$ cat src/rtl/ram_rd_stream_port.sv
// Valid/ready read front-end for port 0 of a 1rw1w byte-masked sync RAM.
// Optional same-cycle write forwarding from port 1: define RAM_RD_STREAM_WR_BYPASS_EN.
module ram_rd_stream_port #(
  parameter int width_p       = 32,
  parameter int els_p         = 16,
  parameter int buf_els_p     = 2,
  parameter int addr_width_lp = (els_p == 1) ? 1 : $clog2(els_p),
  parameter int mask_width_lp = width_p / 8
) (
  input  logic                     clk_i,
  input  logic                     reset_i,
  input  logic                     rd_req_val_i,
  input  logic [addr_width_lp-1:0] rd_req_addr_i,
  output logic                     rd_req_rdy_o,
  output logic                     rd_resp_val_o,
  output logic [width_p-1:0]       rd_resp_data_o,
  input  logic                     rd_resp_rdy_i,
  output logic                     ram_v0_o,
  output logic [addr_width_lp-1:0] ram_addr0_o,
  input  logic [width_p-1:0]       ram_r0_data_i,
  input  logic                     wr_snoop_val_i,
  input  logic [addr_width_lp-1:0] wr_snoop_addr_i,
  input  logic [width_p-1:0]       wr_snoop_data_i,
  input  logic [mask_width_lp-1:0] wr_snoop_mask_i
);

  localparam int ptr_width_lp = (buf_els_p == 1) ? 1 : $clog2(buf_els_p);
  localparam int cnt_width_lp = $clog2(buf_els_p + 1);
  localparam int occ_width_lp = cnt_width_lp + 1;

  logic [cnt_width_lp-1:0] count_q, count_d;
  logic                    inflight_q, inflight_d;
  logic [ptr_width_lp-1:0] rd_ptr_q, rd_ptr_d;
  logic [ptr_width_lp-1:0] wr_ptr_q, wr_ptr_d;
  logic [width_p-1:0]      buf_q [buf_els_p];
  logic [width_p-1:0]      buf_d [buf_els_p];
  logic                    push, pop;
  logic [width_p-1:0]      capture_word;
  logic [occ_width_lp-1:0] occupancy;

  function automatic logic [ptr_width_lp-1:0] ptr_inc(input logic [ptr_width_lp-1:0] p);
    return (p == ptr_width_lp'(buf_els_p - 1)) ? '0 : p + 1'b1;
  endfunction

  // Occupancy counts reads already issued, so a capture always finds a free slot.
  assign occupancy      = occ_width_lp'(count_q) + occ_width_lp'(inflight_q);
  assign rd_resp_val_o  = (count_q != '0);
  assign rd_resp_data_o = buf_q[rd_ptr_q];
  assign pop            = rd_resp_val_o & rd_resp_rdy_i;
  assign push           = inflight_q;
  assign rd_req_rdy_o   = ~reset_i & ((occupancy < occ_width_lp'(buf_els_p)) | pop);
  assign ram_v0_o       = rd_req_val_i & rd_req_rdy_o;
  assign ram_addr0_o    = rd_req_addr_i;

`ifdef RAM_RD_STREAM_WR_BYPASS_EN
  logic                     hit_q, hit_d;
  logic [width_p-1:0]       snoop_data_q, snoop_data_d;
  logic [mask_width_lp-1:0] snoop_mask_q, snoop_mask_d;

  always_comb begin
    hit_d        = ram_v0_o & wr_snoop_val_i & (wr_snoop_addr_i == rd_req_addr_i);
    snoop_data_d = wr_snoop_data_i;
    snoop_mask_d = wr_snoop_mask_i;
    capture_word = ram_r0_data_i;
    // RAM returns pre-write data on a collision; overlay the bytes written that cycle.
    for (int unsigned i = 0; i < mask_width_lp; i++) begin
      if (hit_q & snoop_mask_q[i]) begin
        capture_word[8*i +: 8] = snoop_data_q[8*i +: 8];
      end
    end
  end

  always_ff @(posedge clk_i) begin
    if (reset_i) begin
      hit_q <= 1'b0;
    end else begin
      hit_q <= hit_d;
    end
    snoop_data_q <= snoop_data_d;
    snoop_mask_q <= snoop_mask_d;
  end
`else
  logic unused_snoop;
  assign unused_snoop = ^{wr_snoop_val_i, wr_snoop_addr_i, wr_snoop_data_i, wr_snoop_mask_i};
  assign capture_word = ram_r0_data_i;
`endif

  always_comb begin
    count_d    = count_q;
    rd_ptr_d   = rd_ptr_q;
    wr_ptr_d   = wr_ptr_q;
    buf_d      = buf_q;
    inflight_d = ram_v0_o;
    if (push) begin
      buf_d[wr_ptr_q] = capture_word;
      wr_ptr_d        = ptr_inc(wr_ptr_q);
    end
    if (pop) begin
      rd_ptr_d = ptr_inc(rd_ptr_q);
    end
    case ({push, pop})
      2'b10:   count_d = count_q + 1'b1;
      2'b01:   count_d = count_q - 1'b1;
      default: count_d = count_q;
    endcase
  end

  always_ff @(posedge clk_i) begin
    if (reset_i) begin
      count_q    <= '0;
      inflight_q <= 1'b0;
      rd_ptr_q   <= '0;
      wr_ptr_q   <= '0;
    end else begin
      count_q    <= count_d;
      inflight_q <= inflight_d;
      rd_ptr_q   <= rd_ptr_d;
      wr_ptr_q   <= wr_ptr_d;
    end
  end

  always_ff @(posedge clk_i) begin
    buf_q <= buf_d;
  end

endmodule

$ cat config.mk
export PLATFORM = sky130hd
export DESIGN_NAME = ram_rd_stream_port
export DESIGN_NICKNAME = d
export VERILOG_FILES = /design/src/rtl/ram_rd_stream_port.sv
export SDC_FILE = /design/constraint.sdc
export NUM_CORES = 1
export LEC_CHECK = 0
export CAP_MARGIN = 10
export CORE_UTILIZATION = 44
export CTS_CLUSTER_DIAMETER = 60
export CTS_CLUSTER_SIZE = 10
export DETAILED_ROUTE_END_ITERATION = 8
export PLACE_DENSITY_LB_ADDON = 0.25
export SLEW_MARGIN = 40
export SYNTH_ARGS = -nofsm -noshare
export SYNTH_HDL_FRONTEND = slang
export SYNTH_SLANG_ARGS = --single-unit
export TNS_END_PERCENT = 10
$ cat constraint.sdc
create_clock -name clk_i -period 5.2 [get_ports clk_i]
set_input_delay 0.52 -clock clk_i [delete_from_list [all_inputs] [get_ports clk_i]]
set_output_delay 0.52 -clock clk_i [all_outputs]
set_load 0.03 [all_outputs]
# Word-level counts from Yosys, hierarchy flattened
# Cells that the tools add are included.
# op_classes
add_sub_neg	5
magnitude_cmp	4
eq_ne	2
muxes	9
bitwise_logic	7
n_reduce_logical	3
# ops
cell	n
32-bit two-way mux	4
64-bit bitwise mux	1
32-bit demux with 1-bit select	1
2-bit >= comparator (second input constant)	2
1-bit inverter with 2-bit output	2
2-bit one-hot mux with 2 select lines	1
2-bit nonzero test	2
2-bit by 1-bit adder with 3-bit output	1
1-bit AND	3
3-bit by 2-bit less-than comparator with 1-bit output (second input constant)	1
1-bit adder (second input constant)	2
2-bit by 1-bit adder with 2-bit output (second input constant)	1
2-bit by 1-bit equality test with 1-bit output (second input constant)	1
2-bit equality test (second input constant)	1
2-bit by 1-bit less-than comparator with 1-bit output (second input constant)	1
1-bit two-way mux	2
2-bit by 1-bit subtractor with 2-bit output (second input constant)	1
1-bit logical AND	1
1-bit inverter	1
1-bit bitwise OR	1
# totals
register_bits	69
input_bits	81

# Logic depth before layout (Yosys ltp)
# logic_depth
word_depth	6
depth_mapped	5
ltp_nobuf	5

# Least setup slack after synthesis
# OpenSTA, ideal clock, no wires.
# synth_timing
path_kind	register to register
startpoint	register inflight_q
endpoint	register buf_q[32] (netlist bit) (enable)
setup_ns	0.421
arrival_ns	1.777
t_required_ns	4.779
path_slack_ns	3.001
stages_incl_launch_ff	3
synth_period_minus_slack_ns	2.199
path_cell_list	dfxtp_1 -> inv_1 -> nor2_1
# synth_lines
element	line_no	source
from (decl)	32	logic inflight_q, inflight_d;
from (signal assigned)	116	inflight_q <= inflight_d;
to (signal assigned)	123	buf_q <= buf_d;
to (decl)	35	logic [width_p-1:0] buf_q [buf_els_p];
# No word-level cell between the ends.

# Worst setup path in the final report
# layout_timing
startpoint	register rd_ptr_q
endpoint	output port rd_resp_data_o[1]
# layout_between
elab_chain_len	4
# layout_rtl
element	line_no	source
from (decl)	33	logic [ptr_width_lp-1:0] rd_ptr_q, rd_ptr_d;
from (signal assigned)	117	rd_ptr_q <= rd_ptr_d;
1-bit inverter with 2-bit output (not written as such)	48	assign rd_resp_data_o = buf_q[rd_ptr_q];
32-bit two-way mux (not written as such) (3 in series)	48	
to (decl)	16	output logic [width_p-1:0] rd_resp_data_o,
# Every way passes these cells. The select of a mux whose other input is x is not followed.

==> summary.md <==
| Metric | Value |
|---|---|
| Run status | `finished, final reports clean` |
| Internal power | `1050 uW` |
| Final Max Tran Viols | `0` |
| Initial DRC Count | `32` |
| Port Buffer Count | `70` |
| Max transition margin | `58.1%` |
| Count leader, synth | `edfxtp_1` |
| DRT Pass-1 Iters | `3` |
| Slew @ Worst Pin | `0.628 ns` |
| Leak | `0.00117 uW` |
| Net count after synthesis | `212` |
| Core Box Area | `5570 um2` |
| Setup Skew | `0.00723 ns` |
| Comb pwr share | `31.9%` |
| Post-route DRC | `0` |
| Post-synth top area cell | `edfxtp_1` |
| Htree depth | `3` |
| CTS tree | `yes` |
| RSZ-0062 raised after global routing | `false` |
| Total number of vias | `1,372` |
| Pin count of the biggest net entering global routing | `23` |
| Synth unique cells | `17` |
| Top cells by count, synth | `edfxtp_1 (64), mux2_2 (32), nor2_1 (6)` |
| Row count | `27` |
| GRT Total Usage | `15.2%` |
| R2R cell count | `2` |
| Synth Flop Type | `edfxtp_1` |
| Shortest period the worst path allows | `2.89 ns` |
| Share of layout cells above drive strength 1 | `22.7%` |
| Slowest CP cell | `dfxtp_1` |
| Nets@finish | `288` |
| Die height | `78.3 um` |
| WL/cell | `15.1 um` |
| Post-layout power | `1500 uW` |
| Post-Syn Area per Cell | `19.7 um2` |
| Routed Antenna Nets | `0` |
| Clock latency at the later pin of the worst-skew pair | `0.33 ns` |
| Initial antenna violation count | `0` |
| Clock power share | `23.1%` |
| Via-to-Cell Ratio | `4.85` |
| Synth top area share | `75.0%` |
| Hold Buf Count CTS | `0` |
| Total congestion overflow | `0` |
| Hold Fails Final Rpt | `0` |
| GR Util met1 | `15.5%` |
| Top post-synthesis cells by area | `edfxtp_1 (75%), mux2_2 (14%), dfxtp_1 (3.9%), buf_4 (1.2%), xnor2_1 (1.0%)` |
| Final wirelength | `4260 um` |
| Mapped cell area | `2560 um2` |
| Worst path required time | `4.68 ns` |
| Post-synthesis sequential area ratio | `78.9%` |
| Fmax | `346 MHz` |
| Syn. warnings | `0` |
| Starting Density | `46.0%` |
| Final setup TNS | `0 ns` |
| Register bit total from synthesis | `69` |
| Pwr dens | `428 nW/um2` |
| Data arrival, critical path | `2.37 ns` |
| Cells after Synth | `130` |
| Global-route wire length before repair | `6700 um` |
| Hold crit path type | `reg2reg` |
| Setup Viol. Count Final | `0` |
| Slowest cell delay on critical path | `0.64 ns` |
| Routability Congestion | `0.663` |
| CP Capture Type | `output port` |
| Max-cap viol count | `0` |
| Vias in the first global route | `1,484` |
| Tcrit/Tclk final | `55.5%` |
| Psw | `448 uW` |
| Placed Cells | `267` |
| I/O pins | `120` |
| Most Crowded Layer GR | `met2` |
| Die width | `78.3 um` |
| Dpl hpwl | `2920 um` |
| Sequential share of power | `45.0%` |
| TritonCTS Buffers | `9` |
| Setup slack, reg-to-reg | `3.52 ns` |
| Setup Buffers After CTS | `0` |
| Max IR drop VDD | `0.000225 V` |
| Worst-path maximum fanout | `22` |
| Asr flop ratio synth | `0%` |
| Met2 GRT Util | `26.7%` |
| Sw Ratio | `29.8%` |
| Clock sink total | `69` |
| CTS root buf | `clkbuf_8` |
| Met3 Use GR | `5.12%` |
| Layout area overhead | `36.8%` |
| Final Util | `62.9%` |
| ANT cells | `0` |
| Post-Layout Cell Count | `283` |
| Critical-path cell list | `buf_4 > mux2_2 > clkdlybuf4s50_1` |
| Die ar. | `6130 um2` |
| WS Path Type | `reg2out` |
| EDFF count, synth | `64` |
| CTS clk-pin slew, worst paths | `0.07 ns` |
| Worst Hold Depth | `2` |
| CP Launch Type | `register` |
| Clock Path Buffers | `2` |
| Post-cts sizing count | `0` |
final timing paths:
| kind | from | endpoint |
|---|---|---|
| max | rd_ptr_q | rd_resp_data_o[1] |
| min | count_q[1] | count_q[1] |
| max reg2reg | wr_ptr_q | buf_q[20] |
| min reg2reg | count_q[1] | count_q[1] |
worst max-delay path, delay by kind of cell (launching register included):
kind                   cells  cell delay (ns)
flip-flops                 1             0.64
buffers and inverters      2             1.00
multiplexers               1             0.39
logic make-up (layout without fill, tap and decap cells):
group | count (synthesis) | after routing | synth area share (%)
XOR/XNOR | 4 | 4 | 1.37
buffers and inverters | 9 | 90 | 2.10
AO/OA/AOI/OAI | 4 | 4 | 0.879
multiplexers | 32 | 32 | 14.1
AND/OR/NAND/NOR | 11 | 11 | 2.20
adder cells (fa/ha/maj) | 1 | 1 | 0.488
flip-flops | 69 | 69 | 78.9
layout by cell type, fill, tap and decap left out:
cell type,netlist,layout
xor2_1,1,1
edfxtp_1,64,64
xnor2_1,3,3
inv_1,1,1
buf_16,0,1
o21a_1,1,1
mux2_2,32,32
a21oi_1,2,2
clkbuf_8,0,9
ha_1,1,1
dfxtp_1,5,5
and2_1,1,1
clkinv_2,0,2
clkbuf_1,0,5
or2_2,1,1
nor2_4,0,1
clkdlybuf4s50_1,0,70
nor2_1,6,5
nor3b_1,2,2
or3_1,1,1
buf_4,4,2
o21ai_0,1,1
power by group through the flow:
stage / clock [uW] / sequential (uW) / combinational (uW)
5_1_grt: 373 / 681 / 505
3_3_place_gp: 0 / 685 / 467
3_5_place_dp: 0 / 688 / 482
6_report: 347 / 675 / 478
4_1_cts: 358 / 676 / 485
2_1_floorplan: 0 / 673 / 311
area by class of cell:
cell class	count	area [um2]
Multi-Input combinational cell	52	494
Clock buffer	14	143
Clock inverter	2	10.0
Tap cell	72	90.1
Sequential cell	69	2020
Fill cell	418	2070
Inverter	1	3.75
Timing Repair Buffer	73	743
per-layer routing:
| layer | share of wire [%] | vias to the layer above |
|---|---|---|
| li1 | - | 647 |
| met1 | 40 | 664 |
| met2 | 52 | 51 |
| met3 | 5.5 | 10 |
| met4 | 2.4 | 0 |
| met5 | 0 | - |
sequential cells by signal, indices dropped and copies added, names as in the netlist:
| register | cells |
|---|---|
| buf_q | 64 |
| rd_ptr_q | 1 |
| inflight_q | 1 |
| wr_ptr_q | 1 |
| count_q | 2 |
through the flow:
step	instance area [um2]	hold WS, ns	setup slack (ns)
finish	3510	0.551	2.31
detailed placement	3350	0.540	2.64
global placement	3330	0.498	2.67
floorplan	2560	0.473	3.00
CTS	3510	0.553	2.26
global route	3510	0.577	2.18
(Power assumes the default switching activity.)
